==> config.mk <==
export PLATFORM = sky130hd
export DESIGN_NAME = multicast_fork_scheduler
export DESIGN_NICKNAME = d
export VERILOG_FILES = /design/src/rtl/multicast_fork_scheduler.sv
export SDC_FILE = /design/constraint.sdc
export NUM_CORES = 1
export LEC_CHECK = 0
export ABC_AREA = 1
export CORE_MARGIN = 2
export CORE_UTILIZATION = 51
export CTS_BUF_LIST = sky130_fd_sc_hd__clkbuf_4 sky130_fd_sc_hd__clkbuf_8 sky130_fd_sc_hd__clkbuf_16
export CTS_CLUSTER_DIAMETER = 50
export CTS_CLUSTER_SIZE = 24
export DETAILED_ROUTE_END_ITERATION = 6
export DONT_BUFFER_PORTS = 1
export PLACE_DENSITY = 0.73
export SLEW_MARGIN = 20
export SYNTH_ARGS = -nofsm -noshare
export SYNTH_HDL_FRONTEND = slang
export SYNTH_SLANG_ARGS = --single-unit
==> constraint.sdc <==
create_clock -name clk -period 2.9 [get_ports clk]
set_clock_uncertainty 0.1 [all_clocks]
set_input_delay 0.58 -clock clk [delete_from_list [all_inputs] [get_ports clk]]
set_output_delay 0.58 -clock clk [all_outputs]
set_load 0.01 [all_outputs]
==> src/rtl/multicast_fork_scheduler.sv <==
// Multicast fork scheduler: replicates each flit of a wormhole packet to every
// requested output port and pops the input FIFO once all of them have taken it.
module multicast_fork_scheduler #(
  parameter int STALL_LIMIT = 1024,
  parameter int CNT_WIDTH   = 16
) (
  input  logic                 clk,
  input  logic                 rst,
  input  logic                 in_valid,
  input  logic                 in_head,
  input  logic                 in_tail,
  input  logic [4:0]           in_routing,
  output logic                 in_pop,
  output logic [4:0]           out_req,
  input  logic [4:0]           out_gnt,
  output logic                 busy,
  output logic                 stall_alarm,
  output logic                 proto_err,
  output logic [CNT_WIDTH-1:0] pkt_cnt,
  output logic [CNT_WIDTH-1:0] fork_cnt
);

  localparam int SW = $clog2(STALL_LIMIT + 1);

  typedef enum logic {IDLE, FORWARD} state_t;

  state_t         state;
  logic [4:0]     route_mask;
  logic [4:0]     pending;
  logic           first_flit;
  logic [SW-1:0]  stall_cnt;
  logic [4:0]     served;
  logic [4:0]     pending_next;
  logic           multi_port;

  assign out_req      = (state == FORWARD && in_valid) ? pending : 5'd0;
  assign served       = out_req & out_gnt;
  assign pending_next = pending & ~served;
  assign multi_port   = (route_mask & (route_mask - 5'd1)) != 5'd0;
  assign busy         = (state == FORWARD);
  assign stall_alarm  = (stall_cnt == SW'(STALL_LIMIT));

  // In IDLE only malformed flits are popped; a good head waits for FORWARD.
  always_comb begin
    in_pop = 1'b0;
    if (rst) begin
      if (state == IDLE)
        in_pop = in_valid & (~in_head | (in_routing == 5'd0));
      else
        in_pop = in_valid & (pending_next == 5'd0);
    end
  end

  always_ff @(posedge clk or negedge rst) begin
    if (!rst) begin
      state      <= IDLE;
      route_mask <= 5'd0;
      pending    <= 5'd0;
      first_flit <= 1'b0;
      stall_cnt  <= '0;
      proto_err  <= 1'b0;
      pkt_cnt    <= '0;
      fork_cnt   <= '0;
    end else begin
      case (state)
        IDLE: begin
          if (in_valid) begin
            if (in_head && in_routing != 5'd0) begin
              route_mask <= in_routing;
              pending    <= in_routing;
              first_flit <= 1'b1;
              state      <= FORWARD;
            end else begin
              proto_err <= 1'b1;
            end
          end
        end
        FORWARD: begin
          // A second head inside a packet is flagged but still forwarded.
          if (in_valid && in_head && !first_flit)
            proto_err <= 1'b1;
          if (served != 5'd0)
            stall_cnt <= '0;
          else if (out_req != 5'd0 && stall_cnt < SW'(STALL_LIMIT))
            stall_cnt <= stall_cnt + SW'(1);
          if (in_pop) begin
            first_flit <= 1'b0;
            if (in_tail) begin
              state      <= IDLE;
              route_mask <= 5'd0;
              pending    <= 5'd0;
              stall_cnt  <= '0;
              pkt_cnt    <= pkt_cnt + CNT_WIDTH'(1);
              if (multi_port)
                fork_cnt <= fork_cnt + CNT_WIDTH'(1);
            end else begin
              pending <= route_mask;
            end
          end else begin
            pending <= pending_next;
          end
        end
        default: state <= IDLE;
      endcase
    end
  end

endmodule

**After elaboration in Yosys (flattened, before gate mapping)**

Cells that the tools add are included.

- Flip-flop bits (word level): 56
- Latch bits: 0
- Bits in writable memories: 0
- Bits in read-only memories: 0
- Bits of input ports: 15
- Word-level logic and storage cells: 72
- Memories: 0

- Add/subtract/negate cells: 4
- $mul: 0
- Divide/modulo/power cells: 0
- Order comparisons: 1
- Equal/unequal tests: 6
- Shifts and indexed selects: 0
- Muxes and demuxes: 27
- Bitwise operators: 9
- Reductions and logical operators: 17

Operator list:

| cell | number |
|---|---|
| 2-to-1 mux 11 bit | 4 |
| adder 16 x 1 -> 16 bit (second input constant) | 2 |
| 2-to-1 mux 5 bit | 6 |
| one-hot mux 5 bit (2 select lines) | 2 |
| nonzero test 5 bit | 4 |
| AND 5 bit | 3 |
| 2-to-1 mux 1 bit | 12 |
| adder 11 x 1 -> 11 bit (second input constant) | 1 |
| equality test 11 bit (second input constant) | 1 |
| less-than comparator 11 bit (second input constant) | 1 |
| zero test 5 bit | 2 |
| AND reduction 3 bit | 3 |
| != test 2 bit (second input constant) | 3 |
| one-hot mux 1 bit (2 select lines) | 3 |
| logical AND 1 bit | 5 |
| inverter 5 bit | 1 |
| subtractor 5 x 1 -> 5 bit (second input constant) | 1 |
| != test 2 x 1 -> 1 bit (second input constant) | 2 |
| AND reduction 4 bit | 1 |
| AND 1 bit | 2 |
| inverter 1 bit | 2 |
| AND reduction 2 bit | 1 |
| zero test 1 bit | 1 |
| OR 1 bit | 1 |

**Depth between registers and ports, before layout**

- Depth in word-level cells: 11
- Gate-level depth with buffers: 11
- Mapped depth without buffers: 11

**Worst setup path after synthesis**

OpenSTA, ideal clock, no wires.

- Path type: input port to output port
- From: input in_valid
- To: output in_pop
- Arrival: 1453 ps
- Setup slack: 767 ps
- Cell stages on the path: 6
- Buffers on the path: 0
- Cell sequence: nand2_2 -> o21ai_0 -> nand3_1 -> o21ai_2 -> nand2_4 -> inv_1

- Longest elaborated chain between the ends: 9
- Elaborated cells between the ends (all ways): 10

RTL lines:

| element | line | text |
|---|---|---|
| start: declaration | 9 | `input logic in_valid,` |
| logical AND 1 bit | 36 | `assign out_req = (state == FORWARD && in_valid) ? pending : 5'd0;` |
| 2-to-1 mux 5 bit | 36 |  |
| AND 5 bit | 37 | `assign served = out_req & out_gnt;` |
| inverter 5 bit | 38 | `assign pending_next = pending & ~served;` |
| AND 5 bit | 38 |  |
| zero test 5 bit | 50 | `in_pop = in_valid & (pending_next == 5'd0);` |
| AND 1 bit | 50 |  |
| 2-to-1 mux 1 bit (*) | 47 | `if (state == IDLE)` |
| 2-to-1 mux 1 bit (*) | 46 | `if (rst) begin` |
| end: declaration | 13 | `output logic in_pop,` |

Mark *: on every way between the ends. The rest lies on a longest branch, timed or not.

**Worst setup path after layout**

- From: register state (netlist: busy)
- To: output in_pop

- Longest elaborated chain between the ends: 9

RTL lines:

| element | line | text |
|---|---|---|
| start: declaration | 27 | `state_t state;` |
| start signal: assignment | 56 | `state <= IDLE;` |
| start signal: assignment | 72 | `state <= FORWARD;` |
| start signal: assignment | 89 | `state <= IDLE;` |
| logical AND 1 bit | 36 |  |
| 2-to-1 mux 5 bit | 36 |  |
| AND 5 bit | 37 |  |
| inverter 5 bit | 38 |  |
| AND 5 bit | 38 |  |
| zero test 5 bit | 50 |  |
| AND 1 bit | 50 |  |
| 2-to-1 mux 1 bit (*) | 47 |  |
| 2-to-1 mux 1 bit (*) | 46 |  |

Marks and branches as above.

==> metrics.cfg <==
[status]
outcome=finished clean

[timing]
period_share_pct=84.2
tns_ns=0
finalHoldViolCount=0
clock.fmax_ghz=0.409
rsz0062_at_grt=no
setup_viol=0
drv_slew=0
min_period_ns=2.44
worst_pin_slew_ns=0.654
relSlewSlack_pct=56.0
whs_ns=0.0187
setup_ws_ns=0.457

[drt]
drc=0
drt-pass1-iter-count=4
drtIter0Drc=107
viasPerCell=5.36
drt_wl_total_um=7660
routed-via-count=3071
wire_per_inst_um=13.4
ant_nets=0

[finish]
drive_gt1_share_pct=4.26
layout_common_cells=nand2_1, inv_1, dfrtp_1
n_antenna_cell=0
syn2layout_area_growth_pct=5.83
fin_nets=511
final_common_cell=nand2_1
layout.area.seq_mm2=0.00140
multiInputGateArea_mm2=0.00185
final_core_util_pct=55.4
num-fill-cells=633

[pwr]
ir_worst_vdd_v=0.000281
power_frac_comb_pct=37.6
p_sw_mw=1.17
p_sw_share_pct=43.6
seqPwrFrac_pct=42.7
pwr-share-clk_pct=19.7
p_per_area_mw_per_mm2=724
p_leak_nw=1.79
p_int_mw=1.52

[synth]
syn_nets=511
avgSynthCellArea_um2=7.15
yosysWarningCount=0
syn_inst=492
synth_cell_types=25
async_reset_ff_share_pct=100
synth_area_leader_cell=dfrtp_1
ys_ff_latch=56
synth_ff_type=dfrtp_1
synth_top_area_share_pct=39.8
ys_seq_area_share_pct=39.8
ys_top_cells_by_area=dfrtp_1, nand2_1, nand3_1
syn_area_mm2=0.00352
synth_edf_count=0

[cts]
numClockSinks=56
h-tree-depth=2
post_cts.repair.setup_buffers=0
clk_pin_slew_worst_paths_ns=0.10
cts_tree=yes
clockRootBuffer=clkbuf_8
cts_buffers=5
clk_latency_ns=0.31
clockBufferDepth=2

[global_routing]
grt_max_degree=57
grt_pass1_vias=2797
grt_pass1_wl_um=12800
overflow=0
grt_usage_pct=20.9
antenna_found_initial=0

[worst_setup_path]
arrival_ns=1.76
critPathMaxFanout=10
startpoint_type=register
criticalPathCategory=reg2out
crit_path_end_kind=primary output
required_ns=2.22

[placed_design]
dp.final_hpwl_um=5590
portBuffers=0
place_ws_ns=0.538
place.gp.congestion=0.897

[floorplan]
die_area_mm2=0.00758
rows=30
die_h_um=87.0
die_w_um=87.0
coreArea_mm2=0.00672
io_pins=56
start_util_pct=52.3

[min_path]
hp-class=in2async

[job]
drv_cap=0

==> cell usage after synthesis (2+ instances only) <==
cell type and count:
nor3_1 10, nand2_2 2, o211ai_1 2, o21bai_1 2, o21ai_1 2, nor4_1 2, nor2_1 35, clkbuf_1 6
nand3b_1 2, buf_6 2, ha_1 4, xor2_1 19, nand4_1 13, o21ai_2 3, a21oi_1 14, nand2_1 155
dfrtp_1 56, buf_2 3, xnor2_1 13, inv_1 56, nand2_4 2, nand3_1 44, o21ai_0 43
==> logic make-up after synthesis <==
| family | synth area share [%] |
|---|---|
| simple gates | 33.1 |
| buf+inv | 7.68 |
| compound gates | 10.0 |
| flops | 39.8 |
| xor+xnor | 7.97 |
| fa+ha+maj | 1.42 |
==> worst max-delay path: stages, from the launching register on <==
cell,delay (ns)
dfrtp_1,0.38
nand2_2,0.12
o21ai_0,0.33
nand3_1,0.14
o21ai_2,0.18
nand2_4,0.15
inv_1,0.16
==> routing by layer <==
metal / up-vias / share of wire [%] / GRT usage [%]
li1: 1587 / - / -
met1: 1415 / 47 / 27.8
met2: 65 / 46 / 34.6
met3: 4 / 5.7 / 4.64
met4: 0 / 0.68 / 4.97
met5: - / 0 / 0
==> worst paths after layout <==
path / from / endpoint / slack, ns / cells past startpoint
max: busy / in_pop / 0.46 / 6
min: rst / pending[0] / 0.02 / 1
max reg2reg: busy / route_mask[3] / 0.70 / 8
min reg2reg: stall_cnt[10] / stall_cnt[10] / 0.40 / 2
max in group asynchronous: rst / fork_cnt[12] / 2.45 / 1
min in group clk: in_valid / proto_err / 0.35 / 2
==> stage by stage <==
step	area, µm²	power (mW)	instances
after CTS	3720	2.72	573
after detailed placement	3580	2.16	564
after floorplan	3520	1.91	492
final	3720	2.69	573
after global routing	3720	2.93	573
after global placement	3580	2.14	564
==> what timing repair did <==
item | in CTS | in global routing
gates resized for setup | 0 | 0
hold endpoints to repair | 56 | 0
hold buffers | 1 | 0
endpoints found under the setup margin | 0 | 0
==> sequential cells by signal, indices dropped and copies added, names as in the netlist <==
register and flops:
stall_cnt 11, first_flit 1, fork_cnt 16, pending 5, route_mask 5, busy 1, proto_err 1, pkt_cnt 16
==> final cells by class <==
cell class	count	area share, %
Multi-Input combinational cell	369	49.6
Sequential cell	56	37.6
Inverter	56	5.65
Tap cell	80	2.69
Clock buffer	5	1.85
Timing Repair Buffer	4	1.34
Clock inverter	3	1.24
==> power by group through the flow <==
stage          Sequential (mW)  Combinational (mW)  Clock, mW
6_report                  1.15                1.01      0.530
3_3_place_gp              1.17               0.973          0
5_1_grt                   1.18                1.18      0.571
4_1_cts                   1.15                1.02      0.546
2_1_floorplan             1.12               0.789          0
3_5_place_dp              1.17               0.988          0
Note: power is estimated with default switching activity, not from simulation.
